## src/rtl/ifu_fetch_pkg.sv

```systemverilog
// rtl/ifu_fetch_pkg.sv - shared widths, reset PC and FSM state encoding for the fetch stage
package ifu_fetch_pkg;

    localparam int XLEN    = 32;
    localparam int INST_DW = 32;

    localparam logic [XLEN-1:0] RESET_PC_DEFAULT = 32'h8000_0000;
    localparam logic [XLEN-1:0] PC_STEP          = 32'h0000_0004;
    localparam logic [XLEN-1:0] PC_ALIGN_MASK    = 32'hFFFF_FFFC;

    typedef enum logic [1:0] {
        IFU_IDLE = 2'd0,
        IFU_REQ  = 2'd1,
        IFU_WAIT = 2'd2,
        IFU_HOLD = 2'd3
    } ifu_state_e;

    // Word-align a fetch address; instructions are always 4-byte aligned.
    function automatic logic [XLEN-1:0] align_pc(input logic [XLEN-1:0] addr);
        return addr & PC_ALIGN_MASK;
    endfunction

endpackage

```

## src/rtl/ifu_pc_reg.sv

```systemverilog
// rtl/ifu_pc_reg.sv - program counter with reset, redirect and sequential +4 update
module ifu_pc_reg
    import ifu_fetch_pkg::*;
#(
    parameter logic [XLEN-1:0] RESET_PC = RESET_PC_DEFAULT
) (
    input  logic            clk,
    input  logic            rst,
    input  logic            redirect_valid_i,
    input  logic [XLEN-1:0] redirect_pc_i,
    input  logic            advance_i,
    // Value the PC takes at the next edge; the FSM latches this into the request
    // address whenever it enters REQ, so a same-cycle redirect or advance is seen.
    output logic [XLEN-1:0] pc_next_o
);

    logic [XLEN-1:0] pc_q;
    logic [XLEN-1:0] pc_d;

    // Redirect wins over the sequential advance; the +4 wraps naturally at 2^32.
    always_comb begin
        pc_d = pc_q;
        if (redirect_valid_i) begin
            pc_d = align_pc(redirect_pc_i);
        end else if (advance_i) begin
            pc_d = pc_q + PC_STEP;
        end
    end

    // PC register.
    always_ff @(posedge clk) begin
        if (rst) begin
            pc_q <= RESET_PC;
        end else begin
            pc_q <= pc_d;
        end
    end

    assign pc_next_o = pc_d;

endmodule

```

## src/rtl/ifu_fetch.sv

```systemverilog
// rtl/ifu_fetch.sv - single-outstanding instruction fetch stage feeding decode
module ifu_fetch
    import ifu_fetch_pkg::*;
#(
    parameter logic [XLEN-1:0] RESET_PC = RESET_PC_DEFAULT
) (
    input  logic               clk,
    input  logic               rst,
    input  logic               redirect_valid,
    input  logic [XLEN-1:0]    redirect_pc,
    output logic               imem_req_valid,
    input  logic               imem_req_ready,
    output logic [XLEN-1:0]    imem_req_addr,
    input  logic               imem_rsp_valid,
    input  logic [INST_DW-1:0] imem_rsp_data,
    output logic               out_valid,
    input  logic               out_ready,
    output logic [XLEN-1:0]    out_pc,
    output logic [INST_DW-1:0] out_instr
);

    ifu_state_e         state_q;
    logic [XLEN-1:0]    req_addr_q;
    logic               drop_q;
    logic [INST_DW-1:0] instr_buf_q;
    logic [XLEN-1:0]    pc_buf_q;

    logic [XLEN-1:0]    pc_next;
    logic               out_fire;

    // A redirect in the same cycle kills the buffered instruction, so it never fires.
    assign out_fire = (state_q == IFU_HOLD) & out_ready & ~redirect_valid;

    ifu_pc_reg #(
        .RESET_PC (RESET_PC)
    ) u_pc_reg (
        .clk              (clk),
        .rst              (rst),
        .redirect_valid_i (redirect_valid),
        .redirect_pc_i    (redirect_pc),
        .advance_i        (out_fire),
        .pc_next_o        (pc_next)
    );

    // Fetch FSM: one request in flight, a drop flag for stale responses, one-entry output buffer.
    always_ff @(posedge clk) begin
        if (rst) begin
            state_q     <= IFU_IDLE;
            req_addr_q  <= RESET_PC;
            drop_q      <= 1'b0;
            instr_buf_q <= '0;
            pc_buf_q    <= '0;
        end else begin
            case (state_q)
                IFU_IDLE: begin
                    state_q    <= IFU_REQ;
                    req_addr_q <= pc_next;
                end
                IFU_REQ: begin
                    // The request already on the bus keeps its address; its response is stale.
                    if (redirect_valid) begin
                        drop_q <= 1'b1;
                    end
                    if (imem_req_ready) begin
                        state_q <= IFU_WAIT;
                    end
                end
                IFU_WAIT: begin
                    if (imem_rsp_valid) begin
                        // The single outstanding response is consumed here either way.
                        drop_q <= 1'b0;
                        if (drop_q || redirect_valid) begin
                            state_q    <= IFU_REQ;
                            req_addr_q <= pc_next;
                        end else begin
                            instr_buf_q <= imem_rsp_data;
                            pc_buf_q    <= req_addr_q;
                            state_q     <= IFU_HOLD;
                        end
                    end else if (redirect_valid) begin
                        drop_q <= 1'b1;
                    end
                end
                IFU_HOLD: begin
                    if (redirect_valid || out_ready) begin
                        state_q    <= IFU_REQ;
                        req_addr_q <= pc_next;
                    end
                end
                default: begin
                    state_q <= IFU_IDLE;
                end
            endcase
        end
    end

    // Outputs come only from state and registers; address/payload read as zero when not valid.
    assign imem_req_valid = (state_q == IFU_REQ);
    assign imem_req_addr  = imem_req_valid ? req_addr_q : '0;
    assign out_valid      = (state_q == IFU_HOLD);
    assign out_pc         = out_valid ? pc_buf_q : '0;
    assign out_instr      = out_valid ? instr_buf_q : '0;

endmodule

```

## config.mk

```make
export PLATFORM = sky130hd
export DESIGN_NAME = ifu_fetch
export DESIGN_NICKNAME = d
export VERILOG_FILES = /design/src/rtl/ifu_fetch_pkg.sv /design/src/rtl/ifu_pc_reg.sv /design/src/rtl/ifu_fetch.sv
export SDC_FILE = /design/constraint.sdc
export NUM_CORES = 1
export LEC_CHECK = 0
export BUFFER_PORTS_ARGS = -buffer_cell sky130_fd_sc_hd__buf_2
export CAP_MARGIN = 20
export CORE_ASPECT_RATIO = 1.2
export CORE_MARGIN = 4
export CORE_UTILIZATION = 57
export DETAILED_ROUTE_END_ITERATION = 8
export GPL_TIMING_DRIVEN = 0
export PLACE_DENSITY = 0.84
export SLEW_MARGIN = 20
export SYNTH_ARGS = -nofsm -noshare
export SYNTH_HDL_FRONTEND = slang
export SYNTH_HIERARCHICAL = 1
export SYNTH_SLANG_ARGS = --single-unit
```

## constraint.sdc

```tcl
create_clock -name clk -period 6 [get_ports clk]
set_input_delay 0.6 -clock clk [delete_from_list [all_inputs] [get_ports clk]]
set_output_delay 0.6 -clock clk [all_outputs]
set_load 0.05 [all_outputs]
```

==> results.json <==
{
  "ys_warn_count": 6,
  "final_cell_count_no_fill": 1151,
  "start_kind": "flop",
  "cpMostUsedCell": "buf_2",
  "grt_pass1_wl_um": 27140,
  "core_area_um2": 11090,
  "final_cell_mix": "buf_2, nand2_1, dfxtp_1, and2_1, a21oi_1",
  "rsz0062_at_grt": "false",
  "worstMarginPinSlew_ns": 0.8279,
  "initial_core_util_pct": 58.56,
  "overflow": 0,
  "slowest_delay_ns": 0.48,
  "synth_seq_area_share_pct": 40.39,
  "slowest_stage": "or4_1",
  "drt_iter0_markers": 418,
  "use_met1_pct": 30.45,
  "synth_top_area_share_pct": 40.39,
  "antennaDiodeCount": 0,
  "ys_ff_latch": 131,
  "grt_max_degree": 17,
  "setup_viol": 0,
  "die_w_um": 105.4,
  "yosys-top-cells-area": "dfxtp_1, and2_1, nand2_1, a21oi_1, nand2b_1",
  "endpoint_kind": "flop",
  "leakage_nw": 3.422,
  "drv_cap": 0,
  "met3_usage_pct": 4.614,
  "syn_inst": 801,
  "clkTransAtPathRegs_ns": 0.05,
  "ant_nets": 0,
  "vias": 6069,
  "cts.sinks": 131,
  "fin_worst_skew_ns": 0.005517,
  "cts-buffers-inserted": 17,
  "clock_latency_ns": 0.42,
  "slew_headroom_pct": 44.35,
  "required_ns": 6.30,
  "h-tree-depth": 4,
  "dieArea_um2": 13170,
  "finalSetupTns_ns": 0,
  "cts-resized-gates": 0,
  "dr.pass1.iters": 5,
  "crit_arrival_ns": 3.75,
  "dp_cells": 1119,
  "cts_setup_buffers": 0,
  "root_buffer": "clkbuf_16",
  "crit_chain": "ha_1 > clkbuf_1 > and3b_2 > buf_2 > nand4_1 > or4_1 > buf_2 > o311ai_0 > o211ai_1 > nor2_1 > mux2i_1",
  "holdWs_ns": 0.4219,
  "io_buffers": 164,
  "async_flop_share_pct": 0,
  "synth_nets": 877,
  "final_common_cell": "buf_2",
  "crit_fanout": 10,
  "fmax_mhz": 290.0,
  "ys_types": 52,
  "p_per_area_nw_per_um2": 286.3,
  "dieHeight_um": 124.9,
  "ir_drop_mv": 0.1916,
  "fillers": 920,
  "nets": 1060,
  "io_pins": 168,
  "finish.utilization_pct": 73.03,
  "routed_wl_um": 16640,
  "final_layout_size_suffix_gt1_share_pct": 21.46,
  "hold_viol": 0,
  "tritoncts": "built",
  "p_total_mw": 2.319,
  "use_met2_pct": 43.43,
  "rows": 42,
  "finalCriticalPeriod_ns": 3.448,
  "synthFlopType": "dfxtp_1",
  "syn_to_final_growth_pct": 24.70,
  "grt_pass1_vias": 5755,
  "avgRoutedWirePerCell_um": 14.45,
  "avgSynthCellArea_um2": 8.107,
  "vias_per_cell": 5.273,
  "routabilityCongestion": 0.8902,
  "hold_path.class": "in -> reg",
  "yosysTopAreaCell": "dfxtp_1",
  "period_share_pct": 57.47,
  "grt_use_total_pct": 25.28,
  "cts_hold_buf": 0,
  "cts_buffer_depth": 2,
  "maxSlewViolCount": 0,
  "antenna_found_initial": 0,
  "synth_area_um2": 6494,
  "global_route.peak_usage_layer": "met2",
  "drc": 0,
  "hpwlAfterDp_um": 12280,
  "status": "finished, final reports clean",
  "crit_type": "reg -> reg",
  "synth_edf_count": 0
}
final timing paths:
kind | startpoint | end | slack (ns) | cells past startpoint
worst max-delay path | state_q[0] | req_addr_q[31] | 2.55 | 11
worst min-delay path | imem_rsp_data[31] | instr_buf_q[31] | 0.42 | 3
worst max register to register | state_q[0] | req_addr_q[31] | 2.55 | 11
worst min register to register | instr_buf_q[11] | instr_buf_q[11] | 0.45 | 2
layout make-up:
cell class	count	area (um2)	area share, %
clock inverters	9	102.6	1.267
inverters	9	33.78	0.4172
clock buffers	23	488.0	6.026
well taps	154	192.7	2.379
flip-flops and latches	131	2623	32.39
multi-input cells	603	3557	43.93
plain buffers	58	280.3	3.461
repair buffers	164	820.8	10.14
flip-flops by register name (all words and copies together), names as in the netlist:
signal         count
instr_buf_q       32
pc_buf_q          32
req_addr_q        32
u_pc_reg/pc_q     32
state_q            2
drop_q             1
kinds of logic after synthesis:
kind of cell	after synthesis	synth area share, %
simple gates	417	34.32
flops	131	40.39
compound gates	127	11.41
buf+inv	67	4.836
mux	39	6.011
xor+xnor	14	1.888
fa+ha+maj	6	1.156
where the power goes:
| part | leakage, nW | internal [mW] | switching (mW) | total, mW |
|---|---|---|---|---|
| Sequential | 1.07 | 0.917 | 0.0393 | 0.956 |
| Clock | 0.285 | 0.652 | 0.373 | 1.02 |
| Combinational | 2.07 | 0.133 | 0.205 | 0.338 |
| Total | 3.42 | 1.70 | 0.617 | 2.32 |
synthesized netlist by cell type, types with 8 or more instances:
library cell / number
inv_1: 8
mux2i_1: 39
xnor2_1: 11
clkbuf_1: 37
nor4_1: 11
and2_1: 103
dfxtp_1: 131
buf_1: 12
nand2b_1: 65
nand3_1: 11
a211oi_1: 11
nor3_1: 10
nor2_1: 24
a21oi_1: 82
nor2b_1: 8
nand2_1: 150
critical path: cells and delay by family (launching register included):
family	cells	cell delay, ns
AOI/OAI and AO/OA	2	0.59
adders and majority gates	1	0.24
buffers and inverters	3	0.80
DFF	1	0.41
muxes	1	0.08
and+or+nand+nor	4	1.23
per-layer routing:
layer / vias to the layer above / wire length (um) / part of all wire (%)
met5: - / 0 / 0
li1: 3065 / - / -
met2: 205 / 8146 / 49
met4: 0 / 496 / 3.0
met3: 39 / 1007 / 6.1
met1: 2760 / 6987 / 42
per-stage QoR:
step | worst slack (ns) | instance area (um2)
6_report | 2.552 | 8098
5_1_grt | 2.268 | 8098
4_1_cts | 2.580 | 8098
3_5_place_dp | 2.629 | 7507
3_3_place_gp | 2.604 | 7507
2_1_floorplan | 2.831 | 6494
(Power assumes the default switching activity.)
